## config.mk

```make
export PLATFORM = sky130hd
export DESIGN_NAME = paddle_input_ctrl_flat
export DESIGN_NICKNAME = d
export VERILOG_FILES = /design/src/rtl/paddle_input_ctrl_if.sv /design/src/rtl/paddle_input_ctrl.sv /design/src/flat_wrapper.sv
export SDC_FILE = /design/constraint.sdc
export NUM_CORES = 1
export LEC_CHECK = 0
export ABC_AREA = 1
export CORE_ASPECT_RATIO = 1.75
export CORE_MARGIN = 3
export CORE_UTILIZATION = 60
export CTS_CLUSTER_DIAMETER = 50
export DETAILED_ROUTE_END_ITERATION = 16
export PLACE_DENSITY = 0.84
export RECOVER_POWER = 50
export SLEW_MARGIN = 25
export SYNTH_ARGS = -nofsm -noshare
export SYNTH_HDL_FRONTEND = slang
export SYNTH_SLANG_ARGS = --single-unit
```

## constraint.sdc

```tcl
create_clock -name CLK -period 4.8 [get_ports CLK]
set_input_delay 0.48 -clock CLK [delete_from_list [all_inputs] [get_ports CLK]]
set_output_delay 0.48 -clock CLK [all_outputs]
set_load 0.01 [all_outputs]
```

## src/rtl/paddle_input_ctrl_if.sv

```systemverilog
// Button-side bundle for paddle_input_ctrl: raw buttons in, move strobes and held flag out.
// Latency/backpressure: plain wires, no flow control.
interface paddle_input_ctrl_if;
    logic BTN_UP_RAW;
    logic BTN_DOWN_RAW;
    logic up;
    logic down;
    logic held;

    modport master (output BTN_UP_RAW, BTN_DOWN_RAW, input up, down, held);
    modport slave  (input BTN_UP_RAW, BTN_DOWN_RAW, output up, down, held);
endinterface

```

## src/rtl/paddle_input_ctrl.sv

```systemverilog
// Purpose: sync + debounce two buttons, emit single-cycle up/down strobes with auto-repeat.
// Latency: DEBOUNCE_CYCLES+2 cycles press-to-strobe; backpressure: none, strobes are fire-and-forget.
module paddle_input_ctrl #(
    parameter int DEBOUNCE_CYCLES = 750000,
    parameter int REPEAT_DELAY    = 22500000,
    parameter int REPEAT_PERIOD   = 3750000,
    parameter bit BTN_ACTIVE_LOW  = 1'b0
) (
    input  logic              CLK,
    input  logic              RST,
    paddle_input_ctrl_if.slave btn_if
);
    localparam int DW   = $clog2(DEBOUNCE_CYCLES + 1);
    localparam int RMAX = (REPEAT_DELAY > REPEAT_PERIOD) ? REPEAT_DELAY : REPEAT_PERIOD;
    localparam int RW   = $clog2(RMAX + 1);
    localparam logic [DW-1:0] DB_LAST     = DW'(DEBOUNCE_CYCLES - 1);
    localparam logic [RW-1:0] DELAY_LOAD  = RW'(REPEAT_DELAY - 1);
    localparam logic [RW-1:0] PERIOD_LOAD = RW'(REPEAT_PERIOD - 1);

    typedef enum logic [1:0] {CMD_NONE, CMD_UP, CMD_DOWN} cmd_e;
    typedef enum logic {ST_IDLE, ST_WAIT} state_e;

    // Bit 0 is the up button, bit 1 the down button.
    logic [1:0]         raw;
    logic [1:0]         sync1_d, sync1_q;
    logic [1:0]         sync2_d, sync2_q;
    logic [1:0]         db_d, db_q;
    logic [1:0][DW-1:0] cnt_d, cnt_q;

    cmd_e          cmd;
    cmd_e          dir_d, dir_q;
    state_e        state_d, state_q;
    logic [RW-1:0] rep_d, rep_q;
    logic          up_d, up_q;
    logic          down_d, down_q;
    logic          held_d, held_q;

    assign raw = {btn_if.BTN_DOWN_RAW, btn_if.BTN_UP_RAW} ^ {2{BTN_ACTIVE_LOW}};

    always_comb begin
        sync1_d = raw;
        sync2_d = sync1_q;
        db_d    = db_q;
        cnt_d   = '0;
        for (int i = 0; i < 2; i++) begin
            if (sync2_q[i] != db_q[i]) begin
                if (cnt_q[i] == DB_LAST) begin
                    db_d[i] = sync2_q[i];
                end else begin
                    cnt_d[i] = cnt_q[i] + 1'b1;
                end
            end
        end
    end

    // Both buttons down cancels out to no command.
    always_comb begin
        cmd = CMD_NONE;
        if (db_q[0] && !db_q[1]) begin
            cmd = CMD_UP;
        end else if (db_q[1] && !db_q[0]) begin
            cmd = CMD_DOWN;
        end
    end

    always_comb begin
        state_d = state_q;
        dir_d   = dir_q;
        rep_d   = rep_q;
        up_d    = 1'b0;
        down_d  = 1'b0;
        case (state_q)
            ST_IDLE: begin
                if (cmd != CMD_NONE) begin
                    dir_d   = cmd;
                    up_d    = (cmd == CMD_UP);
                    down_d  = (cmd == CMD_DOWN);
                    rep_d   = DELAY_LOAD;
                    state_d = ST_WAIT;
                end
            end
            ST_WAIT: begin
                // Any change of command drops back to IDLE silently; IDLE re-arms next cycle.
                if (cmd != dir_q) begin
                    state_d = ST_IDLE;
                end else if (rep_q == '0) begin
                    up_d   = (dir_q == CMD_UP);
                    down_d = (dir_q == CMD_DOWN);
                    rep_d  = PERIOD_LOAD;
                end else begin
                    rep_d = rep_q - 1'b1;
                end
            end
            default: state_d = ST_IDLE;
        endcase
        held_d = (state_d == ST_WAIT);
    end

    always_ff @(posedge CLK or posedge RST) begin
        if (RST) begin
            sync1_q <= '0;
            sync2_q <= '0;
            db_q    <= '0;
            cnt_q   <= '0;
            state_q <= ST_IDLE;
            dir_q   <= CMD_NONE;
            rep_q   <= '0;
            up_q    <= 1'b0;
            down_q  <= 1'b0;
            held_q  <= 1'b0;
        end else begin
            sync1_q <= sync1_d;
            sync2_q <= sync2_d;
            db_q    <= db_d;
            cnt_q   <= cnt_d;
            state_q <= state_d;
            dir_q   <= dir_d;
            rep_q   <= rep_d;
            up_q    <= up_d;
            down_q  <= down_d;
            held_q  <= held_d;
        end
    end

    assign btn_if.up   = up_q;
    assign btn_if.down = down_q;
    assign btn_if.held = held_q;
endmodule

```

## src/flat_wrapper.sv

```systemverilog
// flat-port wrapper written by rule: the top's interface ports become plain ports
module paddle_input_ctrl_flat 
#(
    parameter int DEBOUNCE_CYCLES = 750000,
    parameter int REPEAT_DELAY    = 22500000,
    parameter int REPEAT_PERIOD   = 3750000,
    parameter bit BTN_ACTIVE_LOW  = 1'b0
)
  (CLK, RST, btn_if_BTN_UP_RAW, btn_if_BTN_DOWN_RAW, btn_if_up, btn_if_down, btn_if_held);
  paddle_input_ctrl_if btn_if_i ();
  input  logic CLK;
  input  logic RST;
  input wire logic [$bits(btn_if_i.BTN_UP_RAW)-1:0] btn_if_BTN_UP_RAW;
  input wire logic [$bits(btn_if_i.BTN_DOWN_RAW)-1:0] btn_if_BTN_DOWN_RAW;
  output wire logic [$bits(btn_if_i.up)-1:0] btn_if_up;
  output wire logic [$bits(btn_if_i.down)-1:0] btn_if_down;
  output wire logic [$bits(btn_if_i.held)-1:0] btn_if_held;
  assign btn_if_i.BTN_UP_RAW = btn_if_BTN_UP_RAW;
  assign btn_if_i.BTN_DOWN_RAW = btn_if_BTN_DOWN_RAW;
  assign btn_if_up = btn_if_i.up;
  assign btn_if_down = btn_if_i.down;
  assign btn_if_held = btn_if_i.held;
  paddle_input_ctrl #(.DEBOUNCE_CYCLES(DEBOUNCE_CYCLES), .REPEAT_DELAY(REPEAT_DELAY), .REPEAT_PERIOD(REPEAT_PERIOD), .BTN_ACTIVE_LOW(BTN_ACTIVE_LOW)) u_core (.CLK(CLK), .RST(RST), .btn_if(btn_if_i));
endmodule
```

==> results of run 1 <==
[final cells by class]
type,instances,area [um^2]
fill,605,2360
sequential,76,1900
clock inverter,7,58.8
timing repair buffer,7,67.6
inverter,83,313
tap,86,108
multi-input combinational,451,2200
clock buffer,9,225
[worst paths after layout]
| path | from | endpoint | slack (ns) | cells after the start |
|---|---|---|---|---|
| worst max register to register | u_core.db_q[0] | u_core.rep_q[17] | 2.10 | 9 |
| worst max-delay path | u_core.db_q[0] | u_core.rep_q[17] | 2.10 | 9 |
| worst min-delay path | u_core.sync1_q[1] | u_core.sync2_q[1] | 0.35 | 0 |
| min in group asynchronous | RST | u_core.cnt_q[19] | 0.93 | 2 |
| max in group asynchronous | RST | u_core.sync1_q[1] | 2.71 | 3 |
| worst min register to register | u_core.sync1_q[1] | u_core.sync2_q[1] | 0.35 | 0 |
[layout by cell type (no fill, tap or decap), types with 6 or more instances in the layout]
master,netlist,routed
clkbuf_16,0,9
dfrtp_1,76,76
nor3_1,11,11
o21ai_1,12,12
nand4_1,18,18
xor2_1,22,22
a21oi_1,15,15
nor2_1,110,115
nand3_1,56,59
nor2_2,12,9
inv_1,67,67
o21ai_0,6,6
nand2_1,147,148
inv_2,15,13
[layer usage]
metal  GRT usage  vias to the layer above
met5           0                        -
met4       0.140                        0
met3      0.0507                       32
met2       0.474                      104
met1       0.298                     1889
li1            -                     1985
[cells by family (layout without fill, tap and decap cells)]
group / count (synthesis) / count (layout) / synth area share
flops: 76 / 76 / 0.425
compound gates: 39 / 39 / 0.0466
fa+ha+maj: 5 / 5 / 0.0140
simple gates: 381 / 381 / 0.389
buf+inv: 87 / 106 / 0.0751
xor+xnor: 26 / 26 / 0.0508
[power groups by stage]
stage | Combinational (mW) | Sequential [mW] | Clock (mW)
5_1_grt | 0.0375 | 0.651 | 0.683
3_5_place_dp | 0.0340 | 0.663 | 0
2_1_floorplan | 0.0230 | 0.661 | 0
6_report | 0.0321 | 0.651 | 0.645
4_1_cts | 0.0341 | 0.651 | 0.662
3_3_place_gp | 0.0328 | 0.662 | 0
[sequential cells by signal (all words and copies together) (netlist names)]
register	flops
u_core.btn_if.down	1
u_core.btn_if.up	1
u_core.cnt_q	40
u_core.db_q	2
u_core.dir_q	2
u_core.rep_q	25
u_core.state_q	1
u_core.sync1_q	2
u_core.sync2_q	2
[worst max-delay path: stages, from the launching register on]
cell and delay, ns:
dfrtp_1 0.39, inv_1 0.08, ha_1 0.32, nor2_1 0.48, inv_2 0.08, nand2_1 0.67, inv_2 0.25, nor2_1 0.21
nand3_1 0.09, nand2_1 0.06
[through the flow]
step / area (um^2) / cells
2_1_floorplan: 4480 / 614
3_3_place_gp: 4630 / 703
3_5_place_dp: 4630 / 703
4_1_cts: 4910 / 719
5_1_grt: 4870 / 719
6_report: 4870 / 719
==> results.md, run 1 <==
- GPL Wtd Cong: 0.982
- Clock Pin Slew Worst Setup and Hold Paths: 0.06 ns
- Largest net degree at the start of global routing: 44
- Arr. time, crit path: 2.98 ns
- Fin worst setup slack: 2.10 ns
- Via-per-instance ratio: 5.58
- Final core utilization: 0.673
- Final Hold Vio Count: 0
- Hpwl dp: 7.68 mm
- Final Power: 1.33 mW
- Synth-to-Final Area Change: 8.72%
- All-Layer GR Usage: 0.268
- Final worst path period need: 2.70 ns
- Clock power frac: 0.486
- Net Sw Power: 0.316 mW
- Switching share of total power: 0.238
- Ys flop type: dfrtp_1
- CTS tree: yes
- Worst Skew: 0.00545 ns
- CP Data Required Time: 5.08 ns
- Routed wl met3: 363 um
- Setup TNS: 0 ns
- Failing checks: max-capacitance violations
- Slew of the pin with the lowest slew margin: 1.48 ns
- Hold crit path type: reg -> reg
- CTS Buffer Depth: 2
- Resized cells post-CTS: 0
- Most frequent cell after synthesis: nand2_1
- DR pass1 iterations: 5
- Die width: 71.3 um
- CTS sink cnt: 76
- Area of the mapped netlist: 0.00448 mm^2
- Synth area leader: dfrtp_1
- Pwr/cell area: 273 mW/mm^2
- Syn nets: 623
- Internal: 1.01 mW
- Core Area: 0.00723 mm^2
- First-pass GRT wire length: 17.9 mm
- Overflow after GRT: 0
- Routed len/inst: 14.7 um
- DR vias: 4,010
- Hold Worst Slack: 0.345 ns
- Max-cap violations: 1
- Number of synthesized register bits: 76
- Critical path fanouts, max: 25
- Layout cell share with drive strength beyond 1: 0.0900
- Final slew viol count: 0
- Pre-CTS setup slack: 2.91 ns
- # port buffers: 6
- H-Tree Depth: 3
- Synthesized area per cell: 7.30 um^2
- Fraction of registers with async set/reset: 1.00
- Wl on met1: 4.06 mm
- Die area: 0.00858 mm^2
- Leading post-synthesis cells by instance count: nand2_1, nor2_1, dfrtp_1
- N_diodes: 0
- Number of clock buffers inserted by TritonCTS: 9
- Routed WL: 10.6 mm
- Yosys Warn Count: 0
- Fmax: 0.370 GHz
- Reg power frac: 0.490
- Period utilisation layout: 0.563
- Metal2 WL: 5.75 mm
- Clk_lat worst skew: 0.34 ns
- Crit Path Class: reg -> reg
- Final #Nets: 637
- Cell count after synthesis: 614
- CTS root buf: clkbuf_16
- IO Count: 7
- Share of the synthesized area in the top cell type: 0.425
- Final ANT Viol Nets: 0
- Dominant cells by area after synthesis: dfrtp_1, nand2_1, nor2_1
- Peak supply drop: 0.000206 V
- Initial Util: 0.619
- Critical path capture point type: register
- Status: complete, but fails checks
- Initial antenna violation count: 0
- Count of final setup violators: 0
- Synth unique cells: 32
- Highest metal used: met4
- Hold buffers post-CTS: 0
- Sequential area share after synthesis: 0.425
- Site row count: 41
- Gate power share: 0.024
- Post-CTS setup buffer count: 0
- Setup crit start kind: register
- Die span in y: 120 um
- Leak pwr: 2.38 nW
- RSZ-0062 raised after global routing: no
- Number of synthesized flops with an enable pin: 0
- Initial DRC Count: 286
- DR DRC count: 0
- Max_slew headroom: 0.0107
- Vias in the first global route: 3,931
(Power assumes the default switching activity.)
==> inputs of run 2 (changes only) <==
- CORE_UTILIZATION: 60 -> 57
- clock period: 4.8 -> 2.4 ns (I/O delays scaled with it)
==> run 2 against run 1 <==
  * The run now ends clean
  * Global-route usage is 0.27 points lower
  * Critical path type unchanged
  * First-iteration DRC count up 35%
  * Fmax up 40%
  * Clock skew grew 0.0065 ns
  * Die area increased by 4.9%
  * Critical path depth is the same
  * Sequential cell count did not move
  * Largest power group is now the clock network
  * Total power is 110% higher
  * Clock-buffer cell count increased by 1
  * Largest cell class unchanged
  * Clock power rose by 120%
  * Core utilization decreased by 2.5 points
==> results.md, run 2 (same netlist as run 1, synthesis figures left out) <==
- Vias in the first global route: 4,024
- CP Buf/Inv Count: 3
- Resized cells post-CTS: 0
- IO Count: 7
- Site row count: 42
- First-pass GRT wire length: 18.3 mm
- Largest register FFs: 40
- Core Area: 0.00762 mm^2
- Overflow after GRT: 0
- Final ANT Viol Nets: 0
- Initial antenna violation count: 0
- CTS root buf: clkbuf_16
- Slowest cell delay on critical path: 0.40 ns
- Cell Chain, Critical Path: inv_1, ha_1, nor2_4, inv_2, nand2_4, inv_2, nor2_1, nand3_1, nand2_1
- Hold crit path type: reg -> reg
- Placed insts: 705
- Crit Path Class: reg -> reg
- Routed len/inst: 15.3 um
- Final #Nets: 637
- Largest Register: u_core.cnt_q
- Final Hold Vio Count: 0
- Clk_lat worst skew: 0.34 ns
- Initial Util: 0.588
- DR vias: 4,085
- Clock Pin Slew Worst Setup and Hold Paths: 0.06 ns
- Hold buffers post-CTS: 0
- Peak supply drop: 0.000389 V
- Final Instance Count excl. Fillers: 721
- Critical path capture point type: register
- Arr. time, crit path: 2.21 ns
- RSZ-0062 raised after global routing: no
- Post-CTS setup buffer count: 0
- Routed WL: 11.0 mm
- CTS tree: yes
- Worst Skew: 0.0120 ns
- Hpwl dp: 7.85 mm
- Most common cell after layout, fill and taps aside: nand2_1
- Placement Cell Area: 0.00464 mm^2
- H-Tree Depth: 3
- Leak pwr: 2.39 nW
- Layout cell share with drive strength beyond 1: 0.106
- Initial DRC Count: 385
- Die span in y: 123 um
- Count of final setup violators: 0
- N_diodes: 0
- Max-cap violations: 0
- Status: complete, no violations
- Max stage delay cell, worst path: dfrtp_1
- Top flop regs: u_core.cnt_q: 40 flops, u_core.rep_q: 25 flops
- CP Data Required Time: 2.68 ns
- Number of clock buffers inserted by TritonCTS: 9
- GPL Wtd Cong: 0.994
- DR DRC count: 0
- Final worst path period need: 1.93 ns
- Period utilisation layout: 0.804
- # port buffers: 6
- Die area: 0.00900 mm^2
- Via-per-instance ratio: 5.67
- Largest net degree at the start of global routing: 58
- Pre-CTS setup slack: 0.533 ns
- Die width: 73.0 um
- Slew of the pin with the lowest slew margin: 0.770 ns
- DR pass1 iterations: 5
- Final slew viol count: 0
- Post-route cell area: 0.00494 mm^2
- Most used cell, CP: inv_2
- Synth-to-Final Area Change: 10.3%
- Fillers: 612
- Setup crit start kind: register
- Top delay family on crit path: simple AND/OR/NAND/NOR gates
- Max_slew headroom: 0.486
- Pwr/cell area: 559 mW/mm^2
- Fmax: 0.518 GHz
- Most frequent cells in the layout: nand2_1, nor2_1, dfrtp_1, inv_1, nand3_1
- CTS sink cnt: 76
- Fin worst setup slack: 0.471 ns
- Critical path fanouts, max: 25
- CTS Buffer Depth: 2
- All-Layer GR Usage: 0.266
- Setup TNS: 0 ns
-- run 2: final timing paths --
path / start / to / slack, ns / cells after the start
max in group asynchronous: RST / u_core.rep_q[0] / 0.62 / 3
worst max-delay path: u_core.db_q[0] / u_core.rep_q[17] / 0.47 / 9
worst min-delay path: u_core.sync1_q[1] / u_core.sync2_q[1] / 0.34 / 0
worst max register to register: u_core.db_q[0] / u_core.rep_q[17] / 0.47 / 9
worst min register to register: u_core.sync1_q[1] / u_core.sync2_q[1] / 0.34 / 0
min in group asynchronous: RST / u_core.cnt_q[31] / 0.47 / 2
-- run 2: worst register-to-register path, delay by kind of cell, from the launching register on --
kind / cells / cell delay [ns]
flip-flops: 1 / 0.40
buffers and inverters: 3 / 0.32
AND/OR/NAND/NOR: 5 / 0.80
adder cells (fa/ha/maj): 1 / 0.35
-- run 2: stage by stage --
stage / total power, mW / hold WS [ns] / utilization
floorplan: 1.37 / 0.271 / -
global placement: 1.39 / 0.357 / 0.610
detailed placement: 1.40 / 0.335 / 0.610
CTS: 2.78 / 0.241 / 0.650
global route: 2.84 / 0.346 / 0.649
finish: 2.76 / 0.343 / 0.649
-- run 2: area by class of cell --
class | count | area (um^2) | share of cell area
tap | 88 | 110 | 0.0223
clock buffer | 10 | 239 | 0.0484
timing repair buffer | 7 | 67.6 | 0.0137
clock inverter | 6 | 71.3 | 0.0144
sequential | 76 | 1900 | 0.385
inverter | 83 | 312 | 0.0630
multi-input combinational | 451 | 2240 | 0.453
-- run 2: layer usage --
layer	GRT usage	share of wire	routed length (um)	vias up
met5	0	0	0	-
met2	0.473	0.54	5880	171
met1	0.281	0.36	4000	1890
li1	-	-	-	1968
met4	0.169	0.056	615	0
met3	0.0456	0.046	501	56
-- run 2: power breakdown --
part	internal [mW]	switching (mW)	total, mW	leakage [nW]
Combinational	0.0150	0.0499	0.0649	1.20
Clock	0.842	0.556	1.40	0.146
Sequential	1.29	0.00862	1.30	1.05
Total	2.15	0.614	2.76	2.39
